$ cat config.mk
export PLATFORM = sky130hd
export DESIGN_NAME = axis_rr_arb_mux
export DESIGN_NICKNAME = d
export VERILOG_FILES = /design/src/rtl/axis_rr_arb_mux.sv
export SDC_FILE = /design/constraint.sdc
export NUM_CORES = 1
export LEC_CHECK = 0
export ABC_AREA = 1
export CORE_MARGIN = 4
export CORE_UTILIZATION = 52
export CTS_BUF_LIST = sky130_fd_sc_hd__clkbuf_8
export CTS_CLUSTER_SIZE = 25
export DETAILED_ROUTE_END_ITERATION = 7
export DONT_BUFFER_PORTS = 1
export PLACE_DENSITY = 0.64
export SLEW_MARGIN = 5
export SYNTH_ARGS = -nofsm -noshare
export SYNTH_HDL_FRONTEND = slang
export SYNTH_SLANG_ARGS = --single-unit
$ cat constraint.sdc
create_clock -name clk -period 1.8 [get_ports clk]
set_input_delay 0.36 -clock clk [delete_from_list [all_inputs] [get_ports clk]]
set_output_delay 0.36 -clock clk [all_outputs]
set_load 0.05 [all_outputs]
$ cat src/rtl/axis_rr_arb_mux.sv
// rtl/axis_rr_arb_mux.sv - round-robin AXI-Stream arbiter/mux with source-index tagging
// Define AXIS_ARB_FRAME_LOCK_EN to hold the grant until the granted source's tlast beat.
module axis_rr_arb_mux #(
  parameter int S_COUNT    = 4,
  parameter int DATA_WIDTH = 8,
  parameter int USER_WIDTH = 1,
  localparam int SEL_WIDTH = $clog2(S_COUNT)
) (
  input  logic                          clk,
  input  logic                          rst,
  input  logic [S_COUNT*DATA_WIDTH-1:0] s_axis_tdata,
  input  logic [S_COUNT-1:0]            s_axis_tvalid,
  output logic [S_COUNT-1:0]            s_axis_tready,
  input  logic [S_COUNT-1:0]            s_axis_tlast,
  input  logic [S_COUNT*USER_WIDTH-1:0] s_axis_tuser,
  output logic [DATA_WIDTH-1:0]         m_axis_tdata,
  output logic                          m_axis_tvalid,
  input  logic                          m_axis_tready,
  output logic                          m_axis_tlast,
  output logic [USER_WIDTH-1:0]         m_axis_tuser,
  output logic [SEL_WIDTH-1:0]          m_axis_tid,
  output logic [S_COUNT-1:0]            grant,
  output logic                          busy
);

  typedef enum logic {IDLE = 1'b0, GRANTED = 1'b1} state_t;

  state_t               state;
  logic [SEL_WIDTH-1:0] sel;
  logic [SEL_WIDTH-1:0] rr_ptr;
  logic [SEL_WIDTH-1:0] pick;
  logic [SEL_WIDTH-1:0] next_ptr;
  logic [SEL_WIDTH:0]   idx;
  logic                 pick_valid;
  logic                 out_ready;
  logic                 accept;
  logic                 release_grant;

  // Circular search starting at rr_ptr; the extra index bit absorbs the wrap before reduction.
  always_comb begin
    pick_valid = 1'b0;
    pick       = rr_ptr;
    idx        = '0;
    for (int k = 0; k < S_COUNT; k++) begin
      idx = {1'b0, rr_ptr} + (SEL_WIDTH+1)'(k);
      if (idx >= (SEL_WIDTH+1)'(S_COUNT))
        idx = idx - (SEL_WIDTH+1)'(S_COUNT);
      if (!pick_valid && s_axis_tvalid[idx[SEL_WIDTH-1:0]]) begin
        pick_valid = 1'b1;
        pick       = idx[SEL_WIDTH-1:0];
      end
    end
  end

  assign out_ready = !m_axis_tvalid || m_axis_tready;
  assign accept    = (state == GRANTED) && s_axis_tvalid[sel] && out_ready;
  assign next_ptr  = (sel == SEL_WIDTH'(S_COUNT-1)) ? '0 : sel + SEL_WIDTH'(1);
  assign busy      = |grant;

`ifdef AXIS_ARB_FRAME_LOCK_EN
  assign release_grant = accept && s_axis_tlast[sel];
`else
  assign release_grant = accept;
`endif

  always_comb begin
    s_axis_tready = '0;
    if (state == GRANTED)
      s_axis_tready[sel] = out_ready;
  end

  always_ff @(posedge clk) begin
    if (rst) begin
      state         <= IDLE;
      sel           <= '0;
      rr_ptr        <= '0;
      grant         <= '0;
      m_axis_tvalid <= 1'b0;
      m_axis_tdata  <= '0;
      m_axis_tuser  <= '0;
      m_axis_tlast  <= 1'b0;
      m_axis_tid    <= '0;
    end else begin
      // Load wins over unload so a simultaneous take-and-refill keeps full throughput.
      if (accept) begin
        m_axis_tvalid <= 1'b1;
        m_axis_tdata  <= s_axis_tdata[sel*DATA_WIDTH +: DATA_WIDTH];
        m_axis_tuser  <= s_axis_tuser[sel*USER_WIDTH +: USER_WIDTH];
        m_axis_tlast  <= s_axis_tlast[sel];
        m_axis_tid    <= sel;
      end else if (m_axis_tready) begin
        m_axis_tvalid <= 1'b0;
      end

      case (state)
        IDLE: begin
          if (pick_valid) begin
            state <= GRANTED;
            sel   <= pick;
            grant <= S_COUNT'(1) << pick;
          end
        end
        GRANTED: begin
          if (release_grant) begin
            state  <= IDLE;
            grant  <= '0;
            rr_ptr <= next_ptr;
          end
        end
        default: state <= IDLE;
      endcase
    end
  end

endmodule

==> metrics.md <==
| Metric | Value |
|---|---|
| Final wirelength | `around 4.5 mm` |
| Die Area | `about 0.004 sq mm` |
| Hold Violations, Final | `0` |
| Clk sinks | `22` |
| GRT Util Overall | `between 20% and 30%` |
| 1st-pass router iterations | `4` |
| Post-synth ARST share | `0%` |
| Placer congestion estimate | `~0.9` |
| Post-Syn Area | `~0.0016 sq mm` |
| Fmax achieved | `approximately 0.60 GHz` |
| Critical path class | `reg2out` |
| Global route overflow | `0` |
| Most used DFF post-synth | `dfxtp_1` |
| Die height | `roughly 63 um` |
| Final setup fails | `0` |
| Setup crit end kind | `output port` |
| Top-count cell post-synth | `nand2_1` |
| Initial Util | `between 50% and 60%` |
| Seq/Total Area, Yosys | `27.7%` |
| Routed len/inst | `~15 um` |
| Clock Tree Buf Depth | `2` |
| Worst-path clk slew | `around 0.080 ns` |
| Synthesized instance count | `about 270` |
| Layout cell share with drive strength beyond 1 | `20.6%` |
| Filler cells | `between 200 and 300` |
| Num ports | `69` |
| Worst hold path type | `in2reg` |
| Post-place setup slack | `0.0630 ns` |
| Post-DP HPWL | `~3.4 mm` |
| Actual slew at the worst max-slew pin | `roughly 0.53 ns` |
| TritonCTS Buffers | `3` |
| IO buf count | `0` |
| FF+latch area | `448 sq um` |
| Final Max Tran Viols | `0` |
| Startpoint type of the worst setup path | `register` |
| H-tree depth | `1` |
| Arrival @ worst endpoint | `1.32 ns` |
| Setup TNS | `0 ns` |
| Core footprint | `around 0.0028 sq mm` |
| Min Tclk post-route | `between 1.5 and 2 ns` |
| Die Wd | `between 60 and 70 um` |
| CP required | `~1.4 ns` |
| Area Overhead vs Synth | `16.8%` |
| Final WS setup | `0.124 ns` |
| Total of max-cap violations | `0` |
| Root Buffer | `clkbuf_8` |
| Yosys warning count | `0` |
| Clock Latency Late Sink | `~0.26 ns` |
| Top cells by area, synth | `dfxtp_1 28%, nand2_1 15%, nor2_1 12%, o21ai_0 9.8%, nand3_1 5.7%` |
| Proportion of netlist area held by the largest area contributor | `between 20 and 30%` |
| Top cell type by total area after synthesis | `dfxtp_1` |
| P per Cell Area | `between 2000 and 2500 mW/mm^2` |
| First-pass GRT wire length | `between 7 and 8 mm` |
| Count of cell types in the netlist | `26` |
| Most instantiated cells after synthesis | `65 x nand2_1, 50 x nor2_1, 31 x o21ai_0` |
| CTS tree | `yes` |
| Vias/cell | `approximately 5.6` |
| Leakage Power | `around 0.85 nW` |
| Clock Skews | `around 0.0057 ns` |
| Crit-path cells | `ha_1 -> inv_1 -> nor3_2 -> buf_4` |
| Final #Nets | `between 300 and 400` |
| ANT cells | `0` |
| Dpl cell area | `around 0.0018 sq mm` |
| Status | `finished, final reports clean` |
| Synthesized area per cell | `between 6 and 7 sq um` |
| Peak VDD IR | `approximately 1600 uV` |
| Initial antenna violation count | `0` |
| Multi-input logic area | `between 0.001 and 0.0015 sq mm` |
| CP max-delay cell | `dfxtp_2` |
| Worst Path Max Fanout | `8` |
| DRT iter0 DRCs | `between 100 and 150` |
| Largest net degree at the start of global routing | `21` |
| #FFs+latches synth | `22` |
| Period utilization | `just over 90%` |
| Number of enable flip-flop cells after synthesis | `0` |
| Syn Nets | `approximately 320` |
| Vias in the first global route | `about 1600` |
| DRC | `0` |
| Critical path's largest stage delay | `between 0.4 and 0.5 ns` |
| Slew HR | `between 60% and 70%` |
| Final core occ | `around 66%` |
| Via count | `~1700` |
| Final instance area | `0.00186 sq mm` |
| Core Rows | `19` |
| Total power | `~3.7 mW` |
| Routed Antenna Nets | `0` |
## routing by layer
metal,vias to the layer above,share of wire [%],GRT usage [%]
met2,77,44,32.4
met4,0,1.2,6.20
met3,7,9.1,5.15
met1,748,45,31.1
met5,-,0,0
li1,897,-,-
## power breakdown
group	leakage [nW]	total, mW	internal [mW]	switching (mW)
Sequential	0.182	1.16	0.671	0.488
Combinational	0.642	2.29	0.782	1.51
Clock	0.0216	0.298	0.149	0.149
Total	0.846	3.75	1.60	2.15
## flip-flops by register name, summed over array words and instances (netlist names)
signal         count
grant              4
m_axis_tdata       8
m_axis_tid         2
m_axis_tlast       1
m_axis_tuser       1
m_axis_tvalid      1
rr_ptr             2
sel                2
state              1
## per-stage QoR
step / hold slack (ns) / cells
final: 0.151 / 308
after global routing: 0.140 / 308
after CTS: 0.151 / 306
after detailed placement: 0.432 / 303
after global placement: 0.432 / 303
after floorplan: 0.501 / 265
## critical path, delay by kind of cell (launching register included)
family / cells / cell delay (ns)
buffers and inverters: 2 / 0.27
AND/OR/NAND/NOR: 1 / 0.18
flip-flops: 1 / 0.43
adder cells (fa/ha/maj): 1 / 0.17
## cell usage in the layout (no fill, tap or decap), drive strengths merged, types with 4 or more instances in the layout
cell,n
o21ai,37
nor2,54
o22ai,10
ha,4
buf,22
nand3,18
dfxtp,22
a21oi,12
nand2,74
inv,14
## final timing paths
kind	start	endpoint	slack (ns)	cells after the start
max	sel[0]	s_axis_tready[3]	0.12	4
min	rst	grant[0]	0.15	1
max reg2reg	rr_ptr[0]	grant[0]	0.13	11
min reg2reg	sel[0]	m_axis_tid[0]	0.55	2
## area by class of cell
type	count	share of cell area [%]
flip-flops and latches	22	24.1
well taps	31	2.09
inverters	16	3.64
clock buffers	3	2.22
repair buffers	22	11.1
multi-input cells	214	56.8
## cell families after synthesis
logic type,synth area share (%)
AOI/OAI and AO/OA,19.6
adders and majority gates,3.15
buffers and inverters,8.03
DFF,27.7
and+or+nand+nor,41.5
## timing repair
item                       CTS  global route
setup endpoints to repair    0            25
gates resized for setup      0            14
setup buffers                0             2
hold buffers                 0             0
No activity file was read; power rests on OpenSTA's default activity.
